===== config.mk =====
export PLATFORM = sky130hd
export DESIGN_NAME = jt900h_busarb
export DESIGN_NICKNAME = d
export VERILOG_FILES = /design/src/rtl/jt900h_busarb.sv
export SDC_FILE = /design/constraint.sdc
export NUM_CORES = 1
export LEC_CHECK = 0
export CAP_MARGIN = 20
export CORE_UTILIZATION = 40
export CTS_CLUSTER_SIZE = 16
export DETAILED_ROUTE_END_ITERATION = 10
export GPL_TIMING_DRIVEN = 0
export PLACE_DENSITY_LB_ADDON = 0.05
export SYNTH_ARGS = -nofsm -noshare
export SYNTH_HDL_FRONTEND = slang
export SYNTH_SLANG_ARGS = --single-unit

===== constraint.sdc =====
create_clock -name clk -period 3.3 [get_ports clk]
set_input_delay 0.495 -clock clk [delete_from_list [all_inputs] [get_ports clk]]
set_output_delay 0.495 -clock clk [all_outputs]
set_load 0.01 [all_outputs]

===== src/rtl/jt900h_busarb.sv =====
// rtl/jt900h_busarb.sv - two-master 16-bit memory bus arbiter (JT900H_BUSARB_RR_EN selects round-robin)
module jt900h_busarb #(
    parameter int TIMEOUT = 255,
    parameter int STARVE  = 4
) (
    input  logic        clk,
    input  logic        rst,
    input  logic        cen,
    input  logic        m0_req,
    input  logic        m0_lock,
    input  logic [23:0] m0_addr,
    input  logic [15:0] m0_dout,
    input  logic [1:0]  m0_we,
    output logic [15:0] m0_din,
    output logic        m0_ack,
    output logic        m0_busy,
    input  logic        m1_req,
    input  logic        m1_lock,
    input  logic [23:0] m1_addr,
    input  logic [15:0] m1_dout,
    input  logic [1:0]  m1_we,
    output logic [15:0] m1_din,
    output logic        m1_ack,
    output logic        m1_busy,
    output logic        ram_cs,
    output logic [23:0] ram_addr,
    output logic [15:0] ram_dout,
    output logic [1:0]  ram_we,
    input  logic [15:0] ram_din,
    input  logic        ram_ok,
    output logic        buserror,
    output logic        owner
);

    typedef enum logic [1:0] {IDLE, ACCESS, DONE} state_t;

    localparam logic [7:0] TMAX = 8'(TIMEOUT);

    state_t     state;
    logic [7:0] tcnt;
    logic       win;
    logic       any_req;
    logic       lock_hit;

    assign m0_busy  = m0_req & ~m0_ack;
    assign m1_busy  = m1_req & ~m1_ack;
    assign any_req  = m0_req | m1_req;
    // The last owner keeps the bus only while it both holds lock and is still requesting
    assign lock_hit = owner ? (m1_lock & m1_req) : (m0_lock & m0_req);

`ifdef JT900H_BUSARB_RR_EN
    // Round-robin winner: on contention the port that did not own the bus last goes next
    always_comb begin
        win = 1'b0;
        if (lock_hit)
            win = owner;
        else if (m0_req && m1_req)
            win = ~owner;
        else
            win = m1_req;
    end
`else
    localparam logic [2:0] STARVE_MAX = 3'(STARVE);

    logic [2:0] starve_cnt;

    // Fixed-priority winner: lock, then forced port 0 when starved, then port 1 first
    always_comb begin
        win = 1'b0;
        if (lock_hit)
            win = owner;
        else if (starve_cnt == STARVE_MAX && m0_req)
            win = 1'b0;
        else
            win = m1_req;
    end

    // Starvation counter: port-1 grants that overtook a waiting port 0, cleared by any port-0 grant
    always_ff @(posedge clk) begin
        if (rst) begin
            starve_cnt <= 3'd0;
        end else if (cen && state == IDLE && any_req) begin
            if (!win)
                starve_cnt <= 3'd0;
            else if (m0_req && starve_cnt != STARVE_MAX)
                starve_cnt <= starve_cnt + 3'd1;
        end
    end
`endif

    // Access sequencer: grant and drive the bus, wait for ram_ok or timeout, then acknowledge
    always_ff @(posedge clk) begin
        if (rst) begin
            state    <= IDLE;
            tcnt     <= 8'd0;
            ram_cs   <= 1'b0;
            ram_addr <= 24'd0;
            ram_dout <= 16'd0;
            ram_we   <= 2'b00;
            m0_din   <= 16'd0;
            m1_din   <= 16'd0;
            m0_ack   <= 1'b0;
            m1_ack   <= 1'b0;
            buserror <= 1'b0;
            owner    <= 1'b0;
        end else if (cen) begin
            case (state)
                IDLE: begin
                    m0_ack   <= 1'b0;
                    m1_ack   <= 1'b0;
                    buserror <= 1'b0;
                    if (any_req) begin
                        owner    <= win;
                        ram_cs   <= 1'b1;
                        ram_addr <= win ? m1_addr : m0_addr;
                        ram_dout <= win ? m1_dout : m0_dout;
                        ram_we   <= win ? m1_we   : m0_we;
                        tcnt     <= 8'd0;
                        state    <= ACCESS;
                    end
                end
                ACCESS: begin
                    if (ram_ok) begin
                        // Writes leave the read-data register of the owner untouched
                        if (ram_we == 2'b00) begin
                            if (owner)
                                m1_din <= ram_din;
                            else
                                m0_din <= ram_din;
                        end
                        ram_cs <= 1'b0;
                        ram_we <= 2'b00;
                        m0_ack <= ~owner;
                        m1_ack <= owner;
                        state  <= DONE;
                    end else begin
                        tcnt <= tcnt + 8'd1;
                        if (tcnt + 8'd1 == TMAX) begin
                            if (owner)
                                m1_din <= 16'hFFFF;
                            else
                                m0_din <= 16'hFFFF;
                            buserror <= 1'b1;
                            ram_cs   <= 1'b0;
                            ram_we   <= 2'b00;
                            m0_ack   <= ~owner;
                            m1_ack   <= owner;
                            state    <= DONE;
                        end
                    end
                end
                DONE: begin
                    m0_ack   <= 1'b0;
                    m1_ack   <= 1'b0;
                    buserror <= 1'b0;
                    state    <= IDLE;
                end
                default: state <= IDLE;
            endcase
        end
    end

endmodule


# Yosys cells after proc, flatten, opt, wreduce, memory -nomap -nowiden
# Index checks and enable logic that the tools add are counted.
dict set report word_totals {
  register_bits 92
  input_bits 108
  wordCells 95
}
dict set report classes {
  n_reduce_logical 19
  bitwise_logic 8
  eq_ne 11
  mux 42
  add_sub_neg 2
}
# cell count
set op_table {}
lappend op_table {{2-to-1 mux 16 bit} 11}
lappend op_table {{2-to-1 mux 24 bit} 1}
lappend op_table {{2-to-1 mux 8 bit} 2}
lappend op_table {{one-hot mux 8 bit (2 select lines)} 1}
lappend op_table {{2-to-1 mux 2 bit} 7}
lappend op_table {{2-to-1 mux 1 bit} 12}
lappend op_table {{AND reduction 4 bit} 3}
lappend op_table {{AND reduction 5 bit} 2}
lappend op_table {{AND reduction 3 bit} 3}
lappend op_table {{adder 8 x 1 -> 8 bit, second input constant} 1}
lappend op_table {{equality test 8 bit, second input constant} 1}
lappend op_table {{one-hot mux 1 bit (2 select lines)} 4}
lappend op_table {{one-hot mux 2 bit (2 select lines)} 2}
lappend op_table {{2-to-1 mux 3 bit} 2}
lappend op_table {{!= test 2 bit, second input constant} 3}
lappend op_table {{!= test 3 bit, second input constant} 2}
lappend op_table {{nonzero test 2 bit} 3}
lappend op_table {{bitwise AND 1 bit} 4}
lappend op_table {{logical AND 1 bit} 4}
lappend op_table {{logical NOT 2 bit} 2}
lappend op_table {{!= test 2 x 1 -> 1 bit, second input constant} 2}
lappend op_table {{adder 3 x 1 -> 3 bit, second input constant} 1}
lappend op_table {{equality test 3 bit, second input constant} 1}
lappend op_table {{inverter 1 bit} 3}
lappend op_table {{other kinds (5)} 5}

# Depth between registers and ports, before layout
dict set report logic_depth {
  depth_word 7
  mapped_depth 9
}

# Worst setup path before layout
# Ideal clock, no wire load.
dict set report synth_timing {
  kind {reg2reg}
  from {reg tcnt[0]}
  to {reg m0_din[10]}
  path_slack_ns 0.763
  period_less_slack_ns 2.537
  path_stages_with_launch 9
  path_buffers 1
  arrival_ns 2.415
  cell_sequence {dfxtp_1 ha_1 nand3_2 or3_1 a211o_1 o31ai_4 nand4_4 buf_6 mux2_4}
}
dict set report synth_via {
  elab_chain_cells 4
}
# item line
set synth_lines {}
lappend synth_lines {{from (decl)} 40} ;# logic [7:0] tcnt;
lappend synth_lines {{from (signal assigned)} 137} ;# tcnt <= tcnt + 8'd1;
lappend synth_lines {{adder 8 x 1 -> 8 bit} 138} ;# if (tcnt + 8'd1 == TMAX) begin
lappend synth_lines {{equality test 8 bit} 138}
lappend synth_lines {{nonzero test 2 bit (no source line)} n/a}
lappend synth_lines {{AND reduction 5 bit (no source line)} n/a}
lappend synth_lines {{to (signal assigned)} 129} ;# m0_din <= ram_din;
lappend synth_lines {{to (decl)} 14} ;# output logic [15:0] m0_din,
# No other way between the ends.
# A chain may end at the register's enable or synchronous reset.

# Worst setup path in the final report
dict set report layout_timing {
  from {reg tcnt[0]}
  to {reg m1_din[7]}
}
dict set report layout_via {
  elab_chain_cells 4
}
# item line
set layout_lines {}
lappend layout_lines {{adder 8 x 1 -> 8 bit} 138}
lappend layout_lines {{equality test 8 bit} 138}
lappend layout_lines {{nonzero test 2 bit (no source line)} n/a}
lappend layout_lines {{AND reduction 5 bit (no source line)} n/a}
lappend layout_lines {{to (signal assigned)} 127} ;# m1_din <= ram_din;
lappend layout_lines {{to (decl)} 22} ;# output logic [15:0] m1_din,
# No other way between the ends.

==> run summary <==
The final clock period utilization by the worst path works out to 0.853. The floorplan has 37 rows. The data required time of the critical path came out at 3.55 ns. By startpoint and endpoint, the worst setup path is classified as flop to flop. TritonCTS built the clock tree. Clock transition at the registers of the reported paths: 0.09 ns. The critical path's largest stage delay is 0.43 ns, and the total core area is 0.0104 sq mm. The tools report the worst clock skew as 0.0149 ns.

The run finished with clean final reports. Data on the critical path arrives at its endpoint at 3.06 ns. The ratio of total power to cell area was 387 mW/mm^2. The top fanout value on the critical path works out to 10.

The total placed instance area is 0.00635 sq mm, and the shortest period the worst path allows is 2.81 ns. Counting the fill cells in the layout gives 947. Global routing finished with a remaining overflow of 0. The number of flops mapped to enable cells by yosys was 0. The worst path buffer plus inverter count is 1, and the number of failing hold endpoints at the final stage is 0.

Ranked by total cell area, the synthesized netlist is headed by dfxtp_1 43%, mux2i_1 10%, a211oi_1 6.9%, mux2_4 6.9%, nor2_1 5.0%. The synthesized netlist occupies a cell area of 0.00433 sq mm. The sequential power share was 0.477; the total of buffers placed on input and output ports was 185. The logs give 568 for the total nets after synthesis and 15 for the largest net degree at the start of global routing.

The signal on the critical path passes through ha_1, nand3_2, or3_1, a211o_1, o31ai_4, nand4_4, buf_6, mux2_4. The number of synthesized register bits is 92, and the layout overhead on the synthesized area is 51.2%. The share of synthesized area occupied by flip-flops and latches was 0.426; the transition time at the pin with the least slew margin was 0.926 ns. The detailed router finished its first iteration with 115 violations. The max-cap check violation count was 0. The worst setup path is captured at a flop. The half-perimeter wire length after placement was 9.09 mm. Setup violations remaining at the end of the flow were counted as 0.

At the end of routability-driven placement, the weighted congestion stood at 0.813. In the routed layout, each cell is associated on average with a via count of 5.01. During synthesis, Yosys emitted a total of 0 warnings.

Summed over all cells, the static leakage comes to 2.66 nW. The count of nets left with antenna violations once routing finished came out at 0. The logs give 37 for the distinct cell type count of the synthesized netlist and 355 MHz for the maximum operating frequency. During I/O placement, the number of pins put on the boundary was 189. IR analysis of the VDD net gives a maximum drop of 194 uV.

The run gives 0.0112 sq mm as the area of the die. The repair_antennas step left the layout with diodes totalling 0. The first global-routing pass estimated 19.6 mm of wire. Net switching power: 0.000676 W. For the number of buffers inserted during clock tree synthesis, the log shows 9. The final route contains 3973 vias. The tools report the launching element type of the critical path as a flop.

Final count of pins violating max slew: 0. The combined global-route utilization of all metal layers came out at 0.221. Cell at the root of the clock tree: clkbuf_8. Most used standard cell by instance count after synthesis: dfxtp_1. The H-tree was split into 3 levels.

In the routed design, unresolved DRC markers number 0. The width of the die was 106 um. Broken down by cell family, the worst path's largest delay share belongs to simple AND/OR/NAND/NOR gates. For this block, the routed nets add up to 12.0 mm of wire. The worst hold path belongs to the class flop to flop. The wire length per cell after detailed routing was 15.1 um. The logs give 0.36 ns for the clock latency on the worst-skew pair and 0.484 ns for the final hold slack. The largest area contributor in the synthesized netlist is dfxtp_1. The fraction of power spent switching nets works out to 0.267. The average size of a mapped cell is 9.49 sq um, and the detailed-router iteration count before antenna repair is 4. Measured along the y axis, the die boundary spans 106 um. The proportion of layout cells with a drive suffix above 1 is 0.0837, and the relative max-transition margin is 0.378. The tools report the post-cts gate resize count as 0.

The logs give 0.222 for the fraction of power consumed by combinational cells and 0.628 for the end-of-flow core utilization. The logs give 764 for the number of nets in the layout and 2 for the maximum clock insertion buffer count. The logs give 0 ns for the setup TNS and 0.301 for the part of the total power dissipated in the clock network.

Count of buffers added by post-CTS timing repair for setup: 0. Setup repair after global routing left no endpoint under its margin. The run gives 0 as the initial antenna violation count. In the synthesized netlist the dominant register cell turns out to be dfxtp_1. The number of global-route vias before repair is 4021, and the cell count after synthesis is 456. The area share of the leading cell type in the synthesized netlist was 0.426; the hold buffer count at cts was 0. The fraction of registers with async set/reset works out to 0. The run gives 0.00186 W as the internal power component. The clock net in this run drives a total of 92 sinks. Once layout is done, the placed cells without fillers occupy 0.00654 sq mm. By count the netlist is led by 92 x dfxtp_1, 58 x nor2_1, 44 x mux2i_1. The initial cell density of the core was 0.415. The largest individual stage delay along the critical path comes from the cell dfxtp_1.
==> cells by family (layout without fill, tap and decap cells) <==
group                      Yosys count  in the layout  share of synthesized area
and+or+nand+nor                    128            128                      0.154
adders and majority gates            4              4                     0.0116
muxes                               77             77                      0.205
DFF                                 92             92                      0.426
xor gates and xnor gates             3              3                    0.00607
AOI/OAI and AO/OA                   96             96                      0.146
buffers and inverters               56            257                     0.0520
==> stage by stage <==
step / total power [W] / instances / worst slack, ns
floorplan: 0.00149 / 456 / 0.763
global placement: 0.00179 / 777 / 0.403
detailed placement: 0.00180 / 777 / 0.406
CTS: 0.00256 / 793 / 0.492
global route: 0.00267 / 793 / 0.333
finish: 0.00253 / 793 / 0.486
==> final timing paths <==
kind                         from                     end  slack (ns)  cells after the start
min reg2reg   ram_cs$_SDFFE_PP0P_     ram_cs$_SDFFE_PP0P_        0.48                      1
max          tcnt[0]$_SDFFE_PP0P_  m1_din[7]$_SDFFE_PP0P_        0.49                      8
max reg2reg  tcnt[0]$_SDFFE_PP0P_  m1_din[7]$_SDFFE_PP0P_        0.49                      8
min           ram_cs$_SDFFE_PP0P_     ram_cs$_SDFFE_PP0P_        0.48                      1
==> state kept, by name (all words and copies together), names as in the netlist <==
| signal | flops |
|---|---|
| ram_cs | 1 |
| m0_din | 16 |
| buserror | 1 |
| ram_we | 2 |
| m1_din | 16 |
| owner | 1 |
| tcnt | 8 |
| m1_ack | 1 |
| m0_ack | 1 |
| starve_cnt | 3 |
| ram_addr | 24 |
| ram_dout | 16 |
| state | 2 |
==> power groups by stage <==
stage / Sequential [W] / Clock [W] / Combinational [W]
floorplan: 0.00126 / 0 / 0.000228
global placement: 0.00123 / 0 / 0.000560
detailed placement: 0.00123 / 0 / 0.000566
CTS: 0.00121 / 0.000786 / 0.000568
global route: 0.00122 / 0.000838 / 0.000612
finish: 0.00121 / 0.000761 / 0.000563
==> area by class of cell <==
cell class	instances	area (sq um)	share of cell area
plain buffers	33	139	0.0212
clock buffers	12	145	0.0222
clock inverters	4	48.8	0.00746
inverters	23	86.3	0.0132
multi-input cells	308	2260	0.346
flip-flops and latches	92	1840	0.281
well taps	136	170	0.0260
repair buffers	185	1850	0.283
==> cell usage in the layout (no fill, tap or decap), types with 13 or more instances in the layout <==
cell               n
clkdlybuf4s50_1  185
dfxtp_1           92
nor2_1            58
mux2i_1           44
a211oi_1          40
nor2b_1           34
a21oi_1           32
clkbuf_1          30
inv_1             23
mux2_4            20
mux2_2            13
==> layer usage <==
metal	vias to the layer above	wire, um	track usage
met2	141	5940	0.393
met3	8	901	0.0662
met5	-	0	0
met1	1837	5070	0.254
li1	1987	-	-
met4	0	93	0.0645
Power figures use the tool's default switching activity.
